$ cat src/rtl/div_pkg.sv
// rtl/div_pkg.sv - shared state encoding and width default for the sequential divider
package div_pkg;

  typedef enum logic [1:0] {
    IDLE = 2'd0,
    RUN  = 2'd1,
    FIX  = 2'd2
  } div_state_e;

  localparam int DIV_WIDTH_DEFAULT = 32;

endpackage

$ cat src/rtl/div_restore_step.sv
// rtl/div_restore_step.sv - one combinational restoring-division step (shift in a bit, trial subtract)
module div_restore_step #(
  parameter int WIDTH = 32
) (
  input  logic [WIDTH-1:0] rem_in,
  input  logic             num_bit,
  input  logic [WIDTH-1:0] den,
  output logic [WIDTH-1:0] rem_out,
  output logic             q_bit
);

  // The shifted remainder carries one extra bit so the compare against den never wraps.
  logic [WIDTH:0] shifted;

  assign shifted = {rem_in, num_bit};
  assign q_bit   = (shifted >= {1'b0, den});
  assign rem_out = q_bit ? (shifted[WIDTH-1:0] - den) : shifted[WIDTH-1:0];

endmodule

$ cat src/rtl/div_seq.sv
// rtl/div_seq.sv - multi-cycle restoring divider with start/busy/done handshake; DIV_SIGNED_EN enables signed DIV
module div_seq
  import div_pkg::*;
#(
  parameter int WIDTH = DIV_WIDTH_DEFAULT
) (
  input  logic             clk,
  input  logic             reset,
  input  logic             start,
  input  logic             signed_op,
  input  logic [WIDTH-1:0] srcA,
  input  logic [WIDTH-1:0] srcB,
  output logic             busy,
  output logic             done,
  output logic             divZero,
  output logic [WIDTH-1:0] hi,
  output logic [WIDTH-1:0] lo
);

  localparam int CW = $clog2(WIDTH);

  div_state_e       state, state_next;
  logic [CW-1:0]    cnt;
  logic [WIDTH-1:0] num, den, quo, rem;
  logic [WIDTH-1:0] rem_step;
  logic             q_bit;
  logic [WIDTH-1:0] a_mag, b_mag;
  logic             accept, zero_start;

  assign accept     = (state == IDLE) && start && (srcB != '0);
  assign zero_start = (state == IDLE) && start && (srcB == '0);

`ifdef DIV_SIGNED_EN
  logic a_neg, b_neg, q_neg, r_neg;
  assign a_neg = signed_op & srcA[WIDTH-1];
  assign b_neg = signed_op & srcB[WIDTH-1];
  assign a_mag = a_neg ? (~srcA + 1'b1) : srcA;
  assign b_mag = b_neg ? (~srcB + 1'b1) : srcB;
`else
  logic unused_signed_op;
  assign unused_signed_op = signed_op;
  assign a_mag = srcA;
  assign b_mag = srcB;
`endif

  div_restore_step #(.WIDTH(WIDTH)) u_step (
    .rem_in  (rem),
    .num_bit (num[WIDTH-1]),
    .den     (den),
    .rem_out (rem_step),
    .q_bit   (q_bit)
  );

  always_ff @(posedge clk or negedge reset) begin
    if (!reset) state <= IDLE;
    else        state <= state_next;
  end

  always_comb begin
    state_next = state;
    case (state)
      IDLE:    if (accept) state_next = RUN;
      RUN:     if (cnt == '0) state_next = FIX;
      FIX:     state_next = IDLE;
      default: state_next = IDLE;
    endcase
  end

  always_ff @(posedge clk or negedge reset) begin
    if (!reset) begin
      cnt     <= '0;
      num     <= '0;
      den     <= '0;
      quo     <= '0;
      rem     <= '0;
      busy    <= 1'b0;
      done    <= 1'b0;
      divZero <= 1'b0;
      hi      <= '0;
      lo      <= '0;
`ifdef DIV_SIGNED_EN
      q_neg   <= 1'b0;
      r_neg   <= 1'b0;
`endif
    end else begin
      done <= 1'b0;
      busy <= (state_next != IDLE);
      case (state)
        IDLE: begin
          if (zero_start) begin
            divZero <= 1'b1;
            done    <= 1'b1;
          end else if (accept) begin
            num     <= a_mag;
            den     <= b_mag;
            quo     <= '0;
            rem     <= '0;
            cnt     <= CW'(WIDTH - 1);
            divZero <= 1'b0;
`ifdef DIV_SIGNED_EN
            q_neg   <= a_neg ^ b_neg;
            r_neg   <= a_neg;
`endif
          end
        end
        RUN: begin
          // Dividend is shifted left so its MSB is always the next bit to bring down.
          rem <= rem_step;
          quo <= {quo[WIDTH-2:0], q_bit};
          num <= {num[WIDTH-2:0], 1'b0};
          if (cnt != '0) cnt <= cnt - 1'b1;
        end
        FIX: begin
`ifdef DIV_SIGNED_EN
          lo <= q_neg ? (~quo + 1'b1) : quo;
          hi <= r_neg ? (~rem + 1'b1) : rem;
`else
          lo <= quo;
          hi <= rem;
`endif
          done <= 1'b1;
        end
        default: ;
      endcase
    end
  end

endmodule

$ cat config.mk
export PLATFORM = sky130hd
export DESIGN_NAME = div_seq
export DESIGN_NICKNAME = d
export VERILOG_FILES = /design/src/rtl/div_pkg.sv /design/src/rtl/div_restore_step.sv /design/src/rtl/div_seq.sv
export SDC_FILE = /design/constraint.sdc
export NUM_CORES = 1
export LEC_CHECK = 0
export CORE_UTILIZATION = 54
export CTS_BUF_LIST = sky130_fd_sc_hd__clkbuf_8 sky130_fd_sc_hd__clkbuf_16
export CTS_CLUSTER_DIAMETER = 100
export CTS_CLUSTER_SIZE = 14
export DETAILED_ROUTE_END_ITERATION = 10
export GPL_ROUTABILITY_DRIVEN = 0
export PLACE_DENSITY = 0.78
export SLEW_MARGIN = 0
export SYNTH_ARGS = -nofsm -noshare
export SYNTH_HDL_FRONTEND = slang
export SYNTH_SLANG_ARGS = --single-unit
$ cat constraint.sdc
create_clock -name clk -period 7.2 [get_ports clk]
set_input_delay 0.72 -clock clk [delete_from_list [all_inputs] [get_ports clk]]
set_output_delay 0.72 -clock clk [all_outputs]
set_load 0.02 [all_outputs]
==> run metrics <==
Max Transition Viols Final=0; # IOs=135; Final Hold Vio Count=0; total grt overflow=0; RSZ-0062 raised after global routing=no; post-synthesis async set-or-reset flop share=100%; final worst slack=between 3 and 4 ns; Clock Latency Late Sink=0.49 ns; multi-input gate area in the final layout=4920 sq um; fillers=between 1k and 1.5k; fraction of the cycle the final worst path needs=a little over half; CTS Hold Bufs=0; sequential fraction of the synthesis area=48.4%; CP top delay family=simple AND/OR/NAND/NOR gates; drt pass-1 iters=5; layout cell share with drive strength beyond 1=between 10% and 20%; Seq cells post-synth=a little over 200; Synth top cells by count=202 x dfrtp_1, 140 x nand2_1, 115 x nand3_1; CP max stage cell=or3_1; Worst IR Drop VDD=between 0.2 and 0.25 mV; power density over cell area=around 480 nW/um^2; ANT cells=0; antenna viol nets, final=0; critical path endpoint category=register; vias per std cell=roughly 5.8; die outline area=19900 sq um; # nets final=~1.2k; total track usage=between 20 and 25%; Ys Warns=0; CP Launch Type=register; first-pass GRT wire length=between 30 and 40 mm; largest net degree at the start of global routing=between 100 and 150; die height=between 100 and 150 um; Row Count=50; Yosys top cell by area=dfrtp_1; initial drt markers=approximately 580; CORE AREA=18800 sq um; overall power=between 5000 and 6000 uW; final core occ=approximately two thirds; top cells by area, synth=dfrtp_1 48%, mux2_2 11%, nand3_1 5.5%; Register Area=between 5000 and 6000 sq um; WP depth=9; worst hold path class=input pin to asynchronous set/reset pin; Clock transition at path regs=around 0.060 ns; Final Skew=0.0208 ns; CP required=around 7.6 ns; Crit path arrival time=between 4 and 5 ns; LEAKAGE=approximately 0.0055 uW; CTS sink cnt=202; Max Cap Viol=0; Max clock buf depth=3; worst path buffer plus inverter count=0; Worst Tran Pin Value=~1.1 ns; most used flip-flop cell after synthesis=dfrtp_1; syn_area_per_cell=roughly 10 sq um; syn_nets=around 1.1k; Crit Path Class=register to register; Routed WL=around 23 mm; cells on worst reg2reg path=9; synth-to-layout area growth=18.2%; Slew HR=between 20% and 30%; FMAX=~260 MHz; CTS root buf=clkbuf_16; post-synth design cell area=around 10000 sq um; DP HPWL=around 16 mm; Final Critical Period=3.87 ns; Synth top area share=about half; DR vias=roughly 8k; WL per Instance=16.6 um; Max H-tree Level=1; EDFF count, synth=0; setup tns final=0 ns; # setup viols final=0; post-CTS setup buffers=0; CP peak stage delay=0.93 ns; synth unique cells=between 50 and 60; top fanout value on the critical path=27; dpl ws=~2.8 ns; post-cts gate resize count=0; crit path cell chain=ha_1 > nand2_1 > nor4_1 > a31oi_1 > o21a_1 > o21ai_0 > or3_1 > nand2_1 > o21ai_0; Synth Instances=roughly 1.0k; Die Wd=~140 um; CTS Buf Count=18; number of global-route vias before repair=between 7k and 8k; most common cell in the synthesized netlist=dfrtp_1; Port Buffers=~130; status=finished clean; initial core utilization=55.5%; DRC violations left=0; antenna violations before repair=0; CTS tree=done
## cell families after synthesis
| kind of cell | Yosys count | synth area share, % |
|---|---|---|
| muxes | 136 | 14.2 |
| and+or+nand+nor | 361 | 16.5 |
| AOI/OAI and AO/OA | 168 | 10.2 |
| buffers and inverters | 118 | 4.71 |
| adders and majority gates | 34 | 4.14 |
| xor gates and xnor gates | 22 | 1.84 |
| DFF | 202 | 48.4 |
## stage by stage
stage | instances | hold slack [ns] | cell area, sq um
final | 1394 | 0.247 | 12400
after global routing | 1394 | 0.273 | 12400
after CTS | 1394 | 0.251 | 12400
after detailed placement | 1374 | 0.460 | 11900
after global placement | 1374 | 0.455 | 11900
after floorplan | 1041 | 0.424 | 10400
## layout by cell type (no fill, tap or decap), types with 28 or more instances in the layout
master | Yosys | routed
clkdlybuf4s50_1 | 0 | 132
mux2i_1 | 35 | 35
nand2_1 | 140 | 140
o21ai_0 | 58 | 58
inv_1 | 51 | 51
nand3_1 | 115 | 115
dfrtp_1 | 202 | 202
ha_1 | 33 | 33
mux2_2 | 101 | 101
a21oi_1 | 34 | 34
nor2_1 | 28 | 28
## flip-flops by register name (all words and copies together) (netlist names)
signal and count:
divZero 1, quo 32, den 32, cnt 5
state 2, num 32, busy 1, lo 32
hi 32, done 1, rem 32
## where the power goes
part / leakage, uW / switching (uW) / internal, uW
combinational: 0.00292 / 1920 / 1300
clock: 0.000233 / 396 / 449
sequential: 0.00230 / 273 / 1530
## metal layers
metal | global-route usage [%] | part of all wire [%] | up-vias
met5 | 0 | 0 | -
met4 | 7.61 | 1.8 | 0
met3 | 3.16 | 4.2 | 31
met2 | 38.2 | 47 | 224
met1 | 34.8 | 47 | 3913
li1 | - | - | 3855
## layout make-up
cell class              instances  area share, %
clock inverters                 2          0.203
inverters                      51           1.55
repair buffers                140           11.2
flip-flops and latches        202           40.9
multi-input cells             721           39.8
well taps                     260           2.63
clock buffers                  18           3.65
## final timing paths
| path | start | endpoint | slack [ns] |
|---|---|---|---|
| max in group asynchronous | reset | lo[18]$_DFFE_PN0P_ | 5.56 |
| worst max-delay path | rem[19]$_DFFE_PN0P_ | rem[25]$_DFFE_PN0P_ | 3.33 |
| worst min register to register | cnt[4]$_DFFE_PN0P_ | state[1]$_DFF_PN0_ | 0.48 |
| min in group clk | cnt[4]$_DFFE_PN0P_ | state[1]$_DFF_PN0_ | 0.48 |
| worst max register to register | rem[19]$_DFFE_PN0P_ | rem[25]$_DFFE_PN0P_ | 3.33 |
| worst min-delay path | reset | busy$_DFF_PN0_ | 0.25 |
(Power assumes the default switching activity.)
